## config.mk

```make
export PLATFORM = sky130hd
export DESIGN_NAME = rr_mux4_arbiter_flat
export DESIGN_NICKNAME = d
export VERILOG_FILES = /design/src/rtl/rr_mux4_arbiter_if.sv /design/src/rtl/rr_mux4_arbiter.sv /design/src/flat_wrapper.sv
export SDC_FILE = /design/constraint.sdc
export NUM_CORES = 1
export LEC_CHECK = 0
export CAP_MARGIN = 20
export CORE_AREA = 4 4 50 52
export CTS_BUF_LIST = sky130_fd_sc_hd__clkbuf_8 sky130_fd_sc_hd__clkbuf_16
export DETAILED_ROUTE_END_ITERATION = 10
export DIE_AREA = 0 0 54 56
export GPL_ROUTABILITY_DRIVEN = 0
export PLACE_DENSITY_LB_ADDON = 0.12
export SYNTH_ARGS = -nofsm -noshare
export SYNTH_HDL_FRONTEND = slang
export SYNTH_SLANG_ARGS = --single-unit
export TNS_END_PERCENT = 50
```

## constraint.sdc

```tcl
create_clock -name clk -period 5.5 [get_ports clk]
set_input_delay 1.1 -clock clk [delete_from_list [all_inputs] [get_ports clk]]
set_output_delay 1.1 -clock clk [all_outputs]
set_load 0.03 [all_outputs]
```

## src/rtl/rr_mux4_arbiter_if.sv

```systemverilog
// rr_mux4_arbiter_if: request/data/grant bundle between four requesters and the shared-channel arbiter.
interface rr_mux4_arbiter_if;
  logic [3:0] req;
  logic [3:0] I;
  logic [3:0] gnt;
  logic [1:0] sel;
  logic       valid;
  logic       Y;
  modport master (output req, I, input gnt, sel, valid, Y);
  modport slave  (input req, I, output gnt, sel, valid, Y);
endinterface

```

## src/rtl/rr_mux4_arbiter.sv

```systemverilog
// rr_mux4_arbiter: round-robin arbiter sharing one 4:1 mux channel, with a hold limit per grant.
module rr_mux4_arbiter #(
  parameter int MAX_HOLD = 4,
  parameter int CNT_W    = 3
) (
  input logic clk,
  input logic rst,
  rr_mux4_arbiter_if.slave bus
);
  typedef enum logic {IDLE, GRANT} state_t;
  state_t             state;
  logic [CNT_W-1:0]   cnt;
  logic [1:0]         ptr;
  logic [3:0]         gnt_r;
  logic [1:0]         sel_r;
  logic               valid_r;
  logic               first_f, other_f, rel, at_limit;
  logic [1:0]         first_w, other_w;
  function automatic logic [2:0] pick(input logic [3:0] r, input logic [1:0] p);
    logic [1:0] idx;
    pick = '0;
    for (int k = 3; k >= 0; k--) begin
      idx = p + 2'(k);
      if (r[idx]) pick = {1'b1, idx};
    end
  endfunction
  // The handoff search excludes the current owner so a hold-limit rotation never re-picks it.
  always_comb begin
    {first_f, first_w} = pick(bus.req, ptr);
    {other_f, other_w} = pick(bus.req & ~(4'b0001 << sel_r), sel_r + 2'd1);
    rel      = ~bus.req[sel_r];
    at_limit = cnt == CNT_W'(MAX_HOLD - 1);
  end
  always_ff @(posedge clk) begin
    if (rst) begin
      state   <= IDLE;
      cnt     <= '0;
      ptr     <= '0;
      gnt_r   <= '0;
      sel_r   <= '0;
      valid_r <= 1'b0;
    end else if (state == IDLE) begin
      if (first_f) begin
        state   <= GRANT;
        sel_r   <= first_w;
        gnt_r   <= 4'b0001 << first_w;
        valid_r <= 1'b1;
        cnt     <= '0;
      end
    end else if (rel || at_limit) begin
      ptr <= sel_r + 2'd1;
      cnt <= '0;
      if (other_f) begin
        sel_r <= other_w;
        gnt_r <= 4'b0001 << other_w;
      end else if (rel) begin
        state   <= IDLE;
        gnt_r   <= '0;
        valid_r <= 1'b0;
      end
    end else begin
      cnt <= cnt + 1'b1;
    end
  end
  assign bus.gnt   = gnt_r;
  assign bus.sel   = sel_r;
  assign bus.valid = valid_r;
  assign bus.Y     = valid_r & bus.I[sel_r];
endmodule

```

## src/flat_wrapper.sv

```systemverilog
// flat-port wrapper written by rule: the top's interface ports become plain ports
module rr_mux4_arbiter_flat 
#(
  parameter int MAX_HOLD = 4,
  parameter int CNT_W    = 3
)
  (clk, rst, bus_req, bus_I, bus_gnt, bus_sel, bus_valid, bus_Y);
  rr_mux4_arbiter_if bus_i ();
  input logic clk;
  input logic rst;
  input wire logic [$bits(bus_i.req)-1:0] bus_req;
  input wire logic [$bits(bus_i.I)-1:0] bus_I;
  output wire logic [$bits(bus_i.gnt)-1:0] bus_gnt;
  output wire logic [$bits(bus_i.sel)-1:0] bus_sel;
  output wire logic [$bits(bus_i.valid)-1:0] bus_valid;
  output wire logic [$bits(bus_i.Y)-1:0] bus_Y;
  assign bus_i.req = bus_req;
  assign bus_i.I = bus_I;
  assign bus_gnt = bus_i.gnt;
  assign bus_sel = bus_i.sel;
  assign bus_valid = bus_i.valid;
  assign bus_Y = bus_i.Y;
  rr_mux4_arbiter #(.MAX_HOLD(MAX_HOLD), .CNT_W(CNT_W)) u_core (.clk(clk), .rst(rst), .bus(bus_i));
endmodule
```

=== Word-level counts from Yosys, hierarchy flattened ===
Index checks and enable logic that the tools add are counted.

* Output and inout bits: 8
* Input port bits: 10
* Register bits after elaboration: 13

* Add/sub/neg operators: 8
* Reductions and logical operators: 6
* Multiplexer cells: 50
* Equality and inequality tests: 6
* Bitwise operators: 4
* Shift operators: 3
* $lt $le $gt $ge: 9

{| class="wikitable"
|+ Operator list
! operator !! number
|-
| $mux W3 || 11
|-
| $lt A2 B3 Y1 const B || 9
|-
| $bmux W1 S2 || 10
|-
| $mux W1 || 20
|-
| $mux W4 || 5
|-
| $shl A1 B2 Y4 const A || 3
|-
| $add A2 B2 Y2 const B || 4
|-
| $mux W2 || 4
|-
| $ne A2 B2 Y1 const B || 4
|-
| $add A2 B1 Y2 const B || 3
|-
| $reduce_and A3 Y1 || 2
|-
| $and A4 B4 Y4 || 1
|-
| $not A4 Y4 || 1
|-
| $reduce_and A4 Y1 || 1
|-
| $add A3 B1 Y3 const B || 1
|-
| $eq A3 B2 Y1 const B || 1
|-
| $ne A3 B3 Y1 const B || 1
|-
| $reduce_and A2 Y1 || 1
|-
| $reduce_bool A2 Y1 || 1
|-
| $and A1 B1 Y1 || 1
|-
| $logic_or A1 B1 Y1 || 1
|-
| $not A1 Y1 || 1
|}

=== Depth between registers and ports, before layout ===
Gate-level depths: netlist of run 1.

* Depth after elaboration: 13
* Gate-level depth with buffers: 7
* Mapped depth without buffers: 7

=== Worst setup path before layout of run 1 ===
No wires, ideal clock.

* Path type: in2out
* From: input bus_I[3]
* To: output bus_Y
* Stages on the path: 2
* Required time: 4400 ps
* Arrival: 1794 ps
* Slack: 2606 ps
* Cells stage by stage: mux4_2 and2_1

* Longest elaborated chain between the ends: 3

{| class="wikitable"
|+ Ends and longest elaborated chain
! item !! RTL line !! text
|-
| start: declaration || flat_wrapper.sv:12 || <nowiki>input wire logic [$bits(bus_i.I)-1:0] bus_I;</nowiki>
|-
| $bmux W1 S2 || rr_mux4_arbiter.sv:68 || <nowiki>assign bus.Y = valid_r & bus.I[sel_r];</nowiki>
|-
| $mux W1 (not written as such) || rr_mux4_arbiter.sv:68 ||
|-
| $and A1 B1 Y1 || rr_mux4_arbiter.sv:68 ||
|-
| end: declaration || flat_wrapper.sv:16 || <nowiki>output wire logic [$bits(bus_i.Y)-1:0] bus_Y;</nowiki>
|}

Every way passes these cells. The select of a mux whose other input is x is not followed.

=== Final worst setup path of run 1 ===
Same ends and word-level chain as after synthesis.

==> results.md, run 1 <==
* Most frequent cells in the layout: clkdlybuf4s50_1, dfxtp_1, nor2_1
* CTS max path bufs at 2
* CP max stage delay at 0.59 ns
* Worst Path Required at 4.40 ns
* CTS buffer count at 3
* Pin count of the biggest net entering global routing at 17
* DRC at 0
* Setup TNS at 0 ns
* Finished Core Util at 0.5859
* Crit path cell chain: clkdlybuf4s50_1, mux4_2, and2_1, clkdlybuf4s50_1
* Outcome: finished, final reports clean
* IO Pins at 18
* Syn-to-layout area delta at 19.23%
* Synth unique cells at 42
* Synth top area share at 0.2515
* Power Total at 355.5 uW
* CP most frequent cell: clkdlybuf4s50_1
* DRT Pass-1 Iters at 4
* Crit path max-delay family: buffers and inverters
* Hold Crit Start: u_core.cnt[2]$_SDFFE_PP0P_
* Critical path arrival at 2.71 ns
* Worst-margin pin slew at 0.5853 ns
* Worst Hold Depth at 2
* Pwr Density at 288.2 mW/mm^2
* Cell area after layout at 0.001234 sq mm
* Num rows at 17
* WL per Instance at 14.75 um
* Launch point of the worst reg-to-reg path: u_core.bus.sel[0]$_SDFFE_PP0P_
* Proportion of layout cells with a drive suffix above 1 at 0.1103
* Final Cycle Share at 0.6920
* CP Launch Type: primary input
* IO buf count at 17
* RSZ-0062 raised after global routing: false
* Rel. slew slack at 0.6093
* Net count, final at 153
* Reg2reg setup slack at 2.83 ns
* Max Cap Viol at 0
* CTS tree: done
* Largest cells by area after synthesis: dfxtp_1, ha_1, mux4_2
* Reg2Reg Depth at 7
* Die height at 56 um
* Vias per Instance at 5.872
* Hold WC Path Type: register to register
* Max-slew violation count at 0
* Most common cell after layout, fill and taps aside: clkdlybuf4s50_1
* Max H-tree Level at 1
* Yosys top cell by area: dfxtp_1
* Setup CP Type: primary input to output port
* First-pass GRT wire length at 4146 um
* Detailed placement HPWL at 1796 um
* Post-CTS setup repair buffer count at 0
* Hold buffers post-CTS at 0
* Setup-failing EPs final at 0
* Fmax at 262.7 MHz
* DP Area at 0.001187 sq mm
* DIE AREA at 0.003024 sq mm
* Vias in the first global route at 956
* Primary FF master, synth: dfxtp_1
* Worst skew pair latency at 0.24 ns
* Critical path's slowest cell: clkdlybuf4s50_1
* Mapped Avg Cell Area at 8.481 sq um
* Lkg Pwr at 0.0004765 uW
* Final antenna-violating net count at 0
* Drt total wl at 2419 um
* Worst Clk Skew at 0.001331 ns
* Sequential area share after synthesis at 0.2515
* Synthesized net count at 138
* R2r endpoint: u_core.bus.gnt[1]$_SDFFE_PP0P_
* Final min period at 3.806 ns
* Number of synthesized flops with an enable pin at 0
* CP bufs+invs at 2
* Root Driver: clkbuf_8
* Crit path depth at 4
* Die Wd at 54 um
* Worst-path clk slew at 0.06 ns
* Initial Utilization at 0.4914
* Synth Register Bits at 13
* Peak VDD IR at 0.0001740 V
* Via count at 963
* Worst setup EP type: output port
* Initial drt markers at 22
* Initial antenna violation count at 0
* Cells after Synth at 122
* Largest fanout on the critical path at 1
* Post-cts resize count at 0
* Sink Count at 13
* Async SR Flop Fraction at 0
* Gr ovfl total at 0
* Hold Path End: u_core.cnt[2]$_SDFFE_PP0P_
* Post-Syn Area at 0.001035 sq mm
* GRT Overall Usage at 0.1837
* Antenna cell count at 0
* Synth warn at 0
* Core footprint at 0.002106 sq mm
* Fin. Hold Viols at 0
## cell families after synthesis
group,synth area share
AOI/OAI and AO/OA,0.2576
adders and majority gates,0.07255
and+or+nand+nor,0.2684
buffers and inverters,0.08707
DFF,0.2515
muxes,0.06288
## state kept, by name, summed over array words and instances, names as in the netlist
register          count
u_core.bus.gnt        4
u_core.ptr            2
u_core.state          1
u_core.bus.sel        2
u_core.cnt            3
u_core.bus.valid      1
## tightest hold or removal path, delay by kind of cell (launching register included)
family	cells	cell delay, ns
DFF	1	0.32
and+or+nand+nor	1	0.07
AOI/OAI and AO/OA	1	0.06
## Yosys cell counts, types with 3 or more instances
library cell	n
nor3_1	6
inv_1	10
buf_4	3
nor2_1	11
ha_1	6
a211oi_1	4
nand2b_1	7
and3_1	3
a22oi_1	3
nand2_1	6
dfxtp_1	13
a21oi_1	8
a221oi_1	3
## area by class of cell
cell class	count	area (sq um)
clock buffer	3	41.29
sequential	13	260.3
clock inverter	1	5.005
fill	199	872.1
multi-input combinational	92	684.4
inverter	10	37.54
timing repair buffer	17	170.2
tap	28	35.03
## metal layers
layer	GRT usage	vias to the layer above	wire, um
met4	0.05338	0	30
met5	0	-	0
met1	0.2264	445	1125
met3	0.05898	4	119
met2	0.2976	24	1144
li1	-	490	-
## through the flow
stage               cells  worst slack (ns)  hold slack [ns]
global route          164             1.624           0.5323
floorplan             122             2.606           0.4570
detailed placement    160             1.694           0.4814
CTS                   164             1.685           0.4942
finish                164             1.694           0.4927
global placement      160             1.707           0.4714
## power by group
part           internal, uW  switching, uW
sequential              106           16.4
clock                  50.1           35.8
combinational          66.3           80.6
## worst max-delay path by stage
stage	endpoint	start	slack, ns
final	bus_Y	bus_I[3]	1.69
after detailed placement	bus_Y	bus_I[2]	1.69
after CTS	bus_Y	bus_I[2]	1.68
after floorplan	bus_Y	bus_I[3]	2.61
after global placement	bus_Y	bus_I[3]	1.71
after global routing	bus_Y	bus_I[3]	1.62
(Power assumes the default switching activity.)
==> run 2, diff against run 1 <==
--- a/config.mk
+++ b/config.mk
@@ -6,10 +6,10 @@
 export NUM_CORES = 1
 export LEC_CHECK = 0
 export CAP_MARGIN = 20
-export CORE_AREA = 4 4 50 52
+export CORE_AREA = 4 4 52 54
 export CTS_BUF_LIST = sky130_fd_sc_hd__clkbuf_8 sky130_fd_sc_hd__clkbuf_16
 export DETAILED_ROUTE_END_ITERATION = 10
-export DIE_AREA = 0 0 54 56
+export DIE_AREA = 0 0 56 58
 export GPL_ROUTABILITY_DRIVEN = 0
 export PLACE_DENSITY_LB_ADDON = 0.12
 export SYNTH_ARGS = -nofsm -noshare
==> constraint.sdc (replaced) <==
create_clock -name clk -period 3.49 [get_ports clk]
set_input_delay 0.698 -clock clk [delete_from_list [all_inputs] [get_ports clk]]
set_output_delay 0.698 -clock clk [all_outputs]
set_load 0.03 [all_outputs]
==> run 2 against run 1 <==
  * Cell count stayed put
  * Clock power increased by 57%
  * Utilization down 2.8 points
  * Setup slack worse by 1.2 ns
  * Highest routed layer is now met3
  * Via count rose by 2.0%
  * Global-route usage fell by 2.2 points
  * Combinational power up 57%
  * Critical path type unchanged
==> results.md, run 2 (synthesis results as in run 1) <==
* Vias in the first global route at 987 (+3.2%)
* DP Area at 0.001187 sq mm (unchanged)
* Root Driver: clkbuf_8
* Sequential power share at 0.346 (about the same)
* Worst-path clk slew at 0.06 ns (about the same)
* Syn-to-layout area delta at 19.23% (unchanged)
* CTS tree: done
* Proportion of layout cells with a drive suffix above 1 at 0.1103 (unchanged)
* CTS max path bufs at 2 (unchanged)
* Most common cell after layout, fill and taps aside: clkdlybuf4s50_1
* Clock Power Share at 0.241 (about the same)
* Antenna cell count at 0 (unchanged)
* Comb pwr share at 0.413 (about the same)
* CP bufs+invs at 2 (unchanged)
* Critical path's slowest cell: clkdlybuf4s50_1
* Fin. Hold Viols at 0 (unchanged)
* Pin count of the biggest net entering global routing at 17 (unchanged)
* Die height at 58 um (+3.6%)
* Worst-margin pin slew at 0.5914 ns (+0.006072 ns)
* Fmax at 334.5 MHz
* Die Wd at 56 um (+3.7%)
* Sink Count at 13 (unchanged)
* Worst skew pair latency at 0.24 ns (about the same)
* Setup TNS at 0 ns (unchanged)
* GRT Overall Usage at 0.1617 (-0.02204)
* Crit path max-delay family: buffers and inverters
* Power Total at 559.5 uW (+57%)
* Max H-tree Level at 1 (unchanged)
* Crit path cell chain: clkdlybuf4s50_1, mux4_2, and2_1, clkdlybuf4s50_1
* Max-slew violation count at 0 (unchanged)
* P_sw at 208.7 uW (+57%)
* IO Pins at 18 (unchanged)
* Detailed placement HPWL at 1797 um (about the same)
* DIE AREA at 0.003248 sq mm (+7.4%)
* Critical path arrival at 2.29 ns (-0.42 ns)
* Largest fanout on the critical path at 1 (unchanged)
* Via count at 982 (+2.0%)
* IO buf count at 17 (unchanged)
* Number of flip-flops in the largest register at 4 (unchanged)
* Initial antenna violation count at 0 (unchanged)
* Outcome: finished, final reports clean
* Hold WS at 0.4899 ns (-0.002773 ns)
* Rel. slew slack at 0.6021 (-0.007150)
* Initial Utilization at 0.4678 (-0.02362)
* Hold WC Path Type: register to register
* Gr ovfl total at 0 (unchanged)
* Internal power at 350.8 uW (+58%)
* DRC at 0 (unchanged)
* Vias per Instance at 5.988 (+2.0%)
* Peak VDD IR at 0.0003835 V (+120%)
* Worst setup EP type: output port
* RSZ-0062 raised after global routing: false
* CP max stage delay at 0.58 ns (about the same)
* First-pass GRT wire length at 4353 um (+5.0%)
* WL per Instance at 14.87 um (+0.79%)
* Finished Core Util at 0.5577 (-0.02817)
* Cell area after layout at 0.001234 sq mm (unchanged)
* Core footprint at 0.002212 sq mm (+5.1%)
* Final Cycle Share at 0.8565
* Setup CP Type: primary input to output port
* Lkg Pwr at 0.0004765 uW (unchanged)
* Max Cap Viol at 0 (unchanged)
* Worst Clk Skew at 0.002845 ns (+0.001514 ns)
* Most frequent cells in the layout: clkdlybuf4s50_1, dfxtp_1, nor2_1
* Final min period at 2.989 ns
* Initial drt markers at 24 (+9.1%)
* Net count, final at 153 (unchanged)
* CP most frequent cell: clkdlybuf4s50_1
* Switching Fraction at 0.3730 (-0.0006194)
* Setup-failing EPs final at 0 (unchanged)
* CTS buffer count at 3 (unchanged)
* Num rows at 17 (unchanged)
* Hold buffers post-CTS at 0 (unchanged)
* Pwr Density at 453.5 mW/mm^2 (+57%)
* Worst Path Required at 2.79 ns (-1.61 ns)
* Post-CTS setup repair buffer count at 0 (unchanged)
* CP Launch Type: primary input
* DRT Pass-1 Iters at 4 (unchanged)
* Post-cts resize count at 0 (unchanged)
* Final antenna-violating net count at 0 (unchanged)
* Drt total wl at 2438 um (+0.79%)
-- run 2: cell counts in the layout (fill, tap and decap cells not counted) --
No cell type changed its count.
-- run 2: worst paths after layout --
check	startpoint	slack, ns	to	cells past startpoint
hold / removal	u_core.cnt[2]$_SDFFE_PP0P_	0.49	u_core.cnt[2]$_SDFFE_PP0P_	2
setup / recovery	bus_I[3]	0.50	bus_Y	4
setup reg to reg	u_core.bus.sel[0]$_SDFFE_PP0P_	0.80	u_core.bus.gnt[1]$_SDFFE_PP0P_	7
hold reg to reg	u_core.cnt[2]$_SDFFE_PP0P_	0.49	u_core.cnt[2]$_SDFFE_PP0P_	2
-- run 2: through the flow --
stage / std cells / worst slack [ns]
floorplan: 122 / 1.172
global placement: 160 / 0.4970
detailed placement: 160 / 0.4892
CTS: 164 / 0.4877
global route: 164 / 0.3971
finish: 164 / 0.5008
-- run 2: power groups by stage --
stage / Clock (uW) / Combinational, uW / Sequential [uW]
floorplan: 0 / 151 / 211
global placement: 0 / 227 / 196
detailed placement: 0 / 229 / 196
CTS: 136 / 231 / 194
global route: 144 / 253 / 198
finish: 135 / 231 / 194
-- run 2: layout make-up --
cell class                      count  area [sq um]
Sequential cell                    13         260.3
Clock inverter                      1         5.005
Clock buffer                        3         41.29
Tap cell                           28         35.03
Timing Repair Buffer               17         170.2
Multi-Input combinational cell     92         684.4
Inverter                           10         37.54
Fill cell                         212         978.4
-- run 2: worst min-delay path, delay by kind of cell (launching register included) --
family	cells	cell delay, ns
and+or+nand+nor	1	0.07
AOI/OAI and AO/OA	1	0.06
DFF	1	0.33
-- run 2: routing by layer --
metal / wire (um) / GRT usage / up-vias / part of all wire
met2: 1181 / 0.2838 / 16 / 0.48
met1: 1160 / 0.2054 / 478 / 0.48
met3: 96 / 0.04900 / 0 / 0.039
li1: - / - / 488 / -
met5: 0 / 0 / - / 0
met4: 0 / 0.01017 / 0 / 0
==> run 3, diff against run 2 <==
--- a/config.mk
+++ b/config.mk
@@ -11,6 +11,7 @@
 export DETAILED_ROUTE_END_ITERATION = 10
 export DIE_AREA = 0 0 56 58
 export GPL_ROUTABILITY_DRIVEN = 0
+export MAX_ROUTING_LAYER = met4
 export PLACE_DENSITY_LB_ADDON = 0.12
 export SYNTH_ARGS = -nofsm -noshare
 export SYNTH_HDL_FRONTEND = slang
==> constraint.sdc (replaced) <==
create_clock -name clk -period 2.4 [get_ports clk]
set_input_delay 0.48 -clock clk [delete_from_list [all_inputs] [get_ports clk]]
set_output_delay 0.48 -clock clk [all_outputs]
set_load 0.03 [all_outputs]
==> run 3 against run 2 <==
  * Global-route usage increased by 0.72 points
  * Setup slack got worse by 0.41 ns
  * Total power increased by 53%
  * Highest routed layer is now met4
  * Largest power group unchanged
  * Clock-buffer cell count unchanged
  * Critical path type unchanged
  * Critical endpoint unchanged
==> results.md, run 3 (synthesis results as in run 1) <==
* Outcome: finished, final reports clean
* Worst Path Required at 1.92 ns (-0.87 ns)
* Die height at 58 um (unchanged)
* DRT Pass-1 Iters at 5 (+1)
* Post-route worst setup slack at 0.08625 ns (-0.4146 ns)
* Number of flip-flops in the largest register at 4 (unchanged)
* Net count, final at 171 (+12%)
* Initial drt markers at 34 (+42%)
* Pwr Density at 620.7 mW/mm^2 (+37%)
* Reg2reg setup slack at 0.16 ns (-0.64 ns)
* Fin. Hold Viols at 0 (unchanged)
* Critical path arrival at 1.83 ns (-0.46 ns)
* Via count at 1023 (+4.2%)
* First-pass GRT wire length at 4305 um (-1.1%)
* Vias per Instance at 5.621 (-6.1%)
* Vias in the first global route at 1022 (+3.5%)
* Post-CTS setup repair buffer count at 0 (unchanged)
* Lkg Pwr at 0.0005692 uW (+19%)
* Setup-failing EPs final at 0 (unchanged)
* GRT Overall Usage at 0.1689 (+0.007210)
* Hold Path End: u_core.cnt[2]$_SDFFE_PP0P_
* Final min period at 2.314 ns
* Max Cap Viol at 0 (unchanged)
* Rel. slew slack at 0.6844 (+0.08228)
* Max-slew violation count at 0 (unchanged)
* Num rows at 17 (unchanged)
* Most frequent cells in the layout: buf_4, clkdlybuf4s50_1, dfxtp_1
* Most common cell after layout, fill and taps aside: buf_4
* Root Driver: clkbuf_8
* Pin count of the biggest net entering global routing at 14 (-3)
* Fin cells at 182 (+11%)
* Worst-path clk slew at 0.06 ns (about the same)
* Initial antenna violation count at 0 (unchanged)
* Syn-to-layout area delta at 32.89%
* CTS buffer count at 3 (unchanged)
* WL per Instance at 13.87 um (-6.7%)
* Final Cycle Share at 0.9641
* CTS tree: done
* Setup CP Type: primary input to output port
* DRC at 0 (unchanged)
* Antenna cell count at 0 (unchanged)
* DIE AREA at 0.003248 sq mm (unchanged)
* FILL cells at 205 (-3.3%)
* DP Area at 0.001323 sq mm (+11%)
* Reg2Reg Depth at 7 (unchanged)
* Worst setup EP type: output port
* Launch point of the worst reg-to-reg path: u_core.bus.sel[0]$_SDFFE_PP0P_
* Worst Hold Depth at 2 (unchanged)
* Hold Crit Start: u_core.cnt[2]$_SDFFE_PP0P_
* Hold WS at 0.4998 ns (+0.009899 ns)
* Core footprint at 0.002212 sq mm (unchanged)
* Max H-tree Level at 1 (unchanged)
* Final antenna-violating net count at 0 (unchanged)
* IO Pins at 18 (unchanged)
* Fmax at 432.2 MHz
* RSZ-0062 raised after global routing: false
* Hold WC Path Type: register to register
* Peak VDD IR at 0.0004481 V (+17%)
* CP Launch Type: primary input
* Sink Count at 13 (unchanged)
* Finished Core Util at 0.6216 (+0.06391)
* Initial Utilization at 0.4678 (unchanged)
* Detailed placement HPWL at 2037 um (+13%)
* IO buf count at 17 (unchanged)
* Multi-input logic area at 691.9 sq um (+1.1%)
* Worst skew pair latency at 0.24 ns (about the same)
* Gr ovfl total at 0 (unchanged)
* CTS max path bufs at 2 (unchanged)
* Cell area after layout at 0.001375 sq mm (+11%)
* Drt total wl at 2525 um (+3.6%)
* Largest fanout on the critical path at 1 (unchanged)
* R2r endpoint: u_core.bus.gnt[1]$_SDFFE_PP0P_
* Placed cell count at 178 (+11%)
* Sequential Area at 260.3 sq um (unchanged)
* Worst-margin pin slew at 0.4719 ns (-0.1195 ns)
* Die Wd at 56 um (unchanged)
* Pre-CTS setup slack at -0.1537 ns (-0.6429 ns)
* Worst Clk Skew at 0.003058 ns (+0.0002129 ns)
* Proportion of layout cells with a drive suffix above 1 at 0.2208 (+0.1105)
-- run 3: area by class of cell --
| cell class | count | area share |
|---|---|---|
| clock buffers | 3 | 0.03003 |
| multi-input cells | 92 | 0.5032 |
| repair buffers | 35 | 0.2211 |
| inverters | 10 | 0.02730 |
| flip-flops and latches | 13 | 0.1893 |
| well taps | 28 | 0.02548 |
| clock inverters | 1 | 0.003640 |
-- run 3: critical path, stage by stage --
cell	delay (ns)
clkdlybuf4s50_1	0.39
mux4_2	0.45
and2_1	0.16
dlygate4sd2_1	0.35
-- run 3: timing repair --
| item | 4_1_cts | 5_1_grt |
|---|---|---|
| hold buffers | 0 | 0 |
| endpoints found under the setup margin | 1 | 1 |
| cloned | 0 | 0 |
| gates resized for setup | 1 | 1 |
-- run 3: worst max path at each step --
stage                                        start                             end  slack (ns)  depth (start not counted)
finish                                    bus_I[3]                           bus_Y        0.09                          4
floorplan           u_core.bus.sel[0]$_SDFFE_PP0P_  u_core.bus.gnt[1]$_SDFFE_PP0P_        0.08                          7
global route                              bus_I[3]                           bus_Y        0.03                          4
detailed placement                        bus_I[3]                           bus_Y       -0.15                          4
CTS                                       bus_I[3]                           bus_Y        0.08                          4
global placement                          bus_I[3]                           bus_Y       -0.15                          4
-- run 3: routing by layer --
metal,vias up,routed length (um),track usage
met5,-,0,-
met4,0,19,0.05424
met3,4,100,0.04232
met2,31,1214,0.2738
met1,466,1190,0.2065
li1,522,-,-
-- run 3: power breakdown --
part | total (uW) | internal, uW | leakage, uW | switching (uW)
clock | 192 | 115 | 0.0000255 | 77.3
sequential | 269 | 244 | 0.000107 | 25.2
combinational | 393 | 187 | 0.000437 | 206
-- run 3: stage by stage --
stage,TNS [ns],power (uW)
final,0,853.6
after floorplan,0,525.9
after detailed placement,-0.4506,666.1
after global placement,-0.3118,660.0
after global routing,0,909.6
after CTS,0,858.8
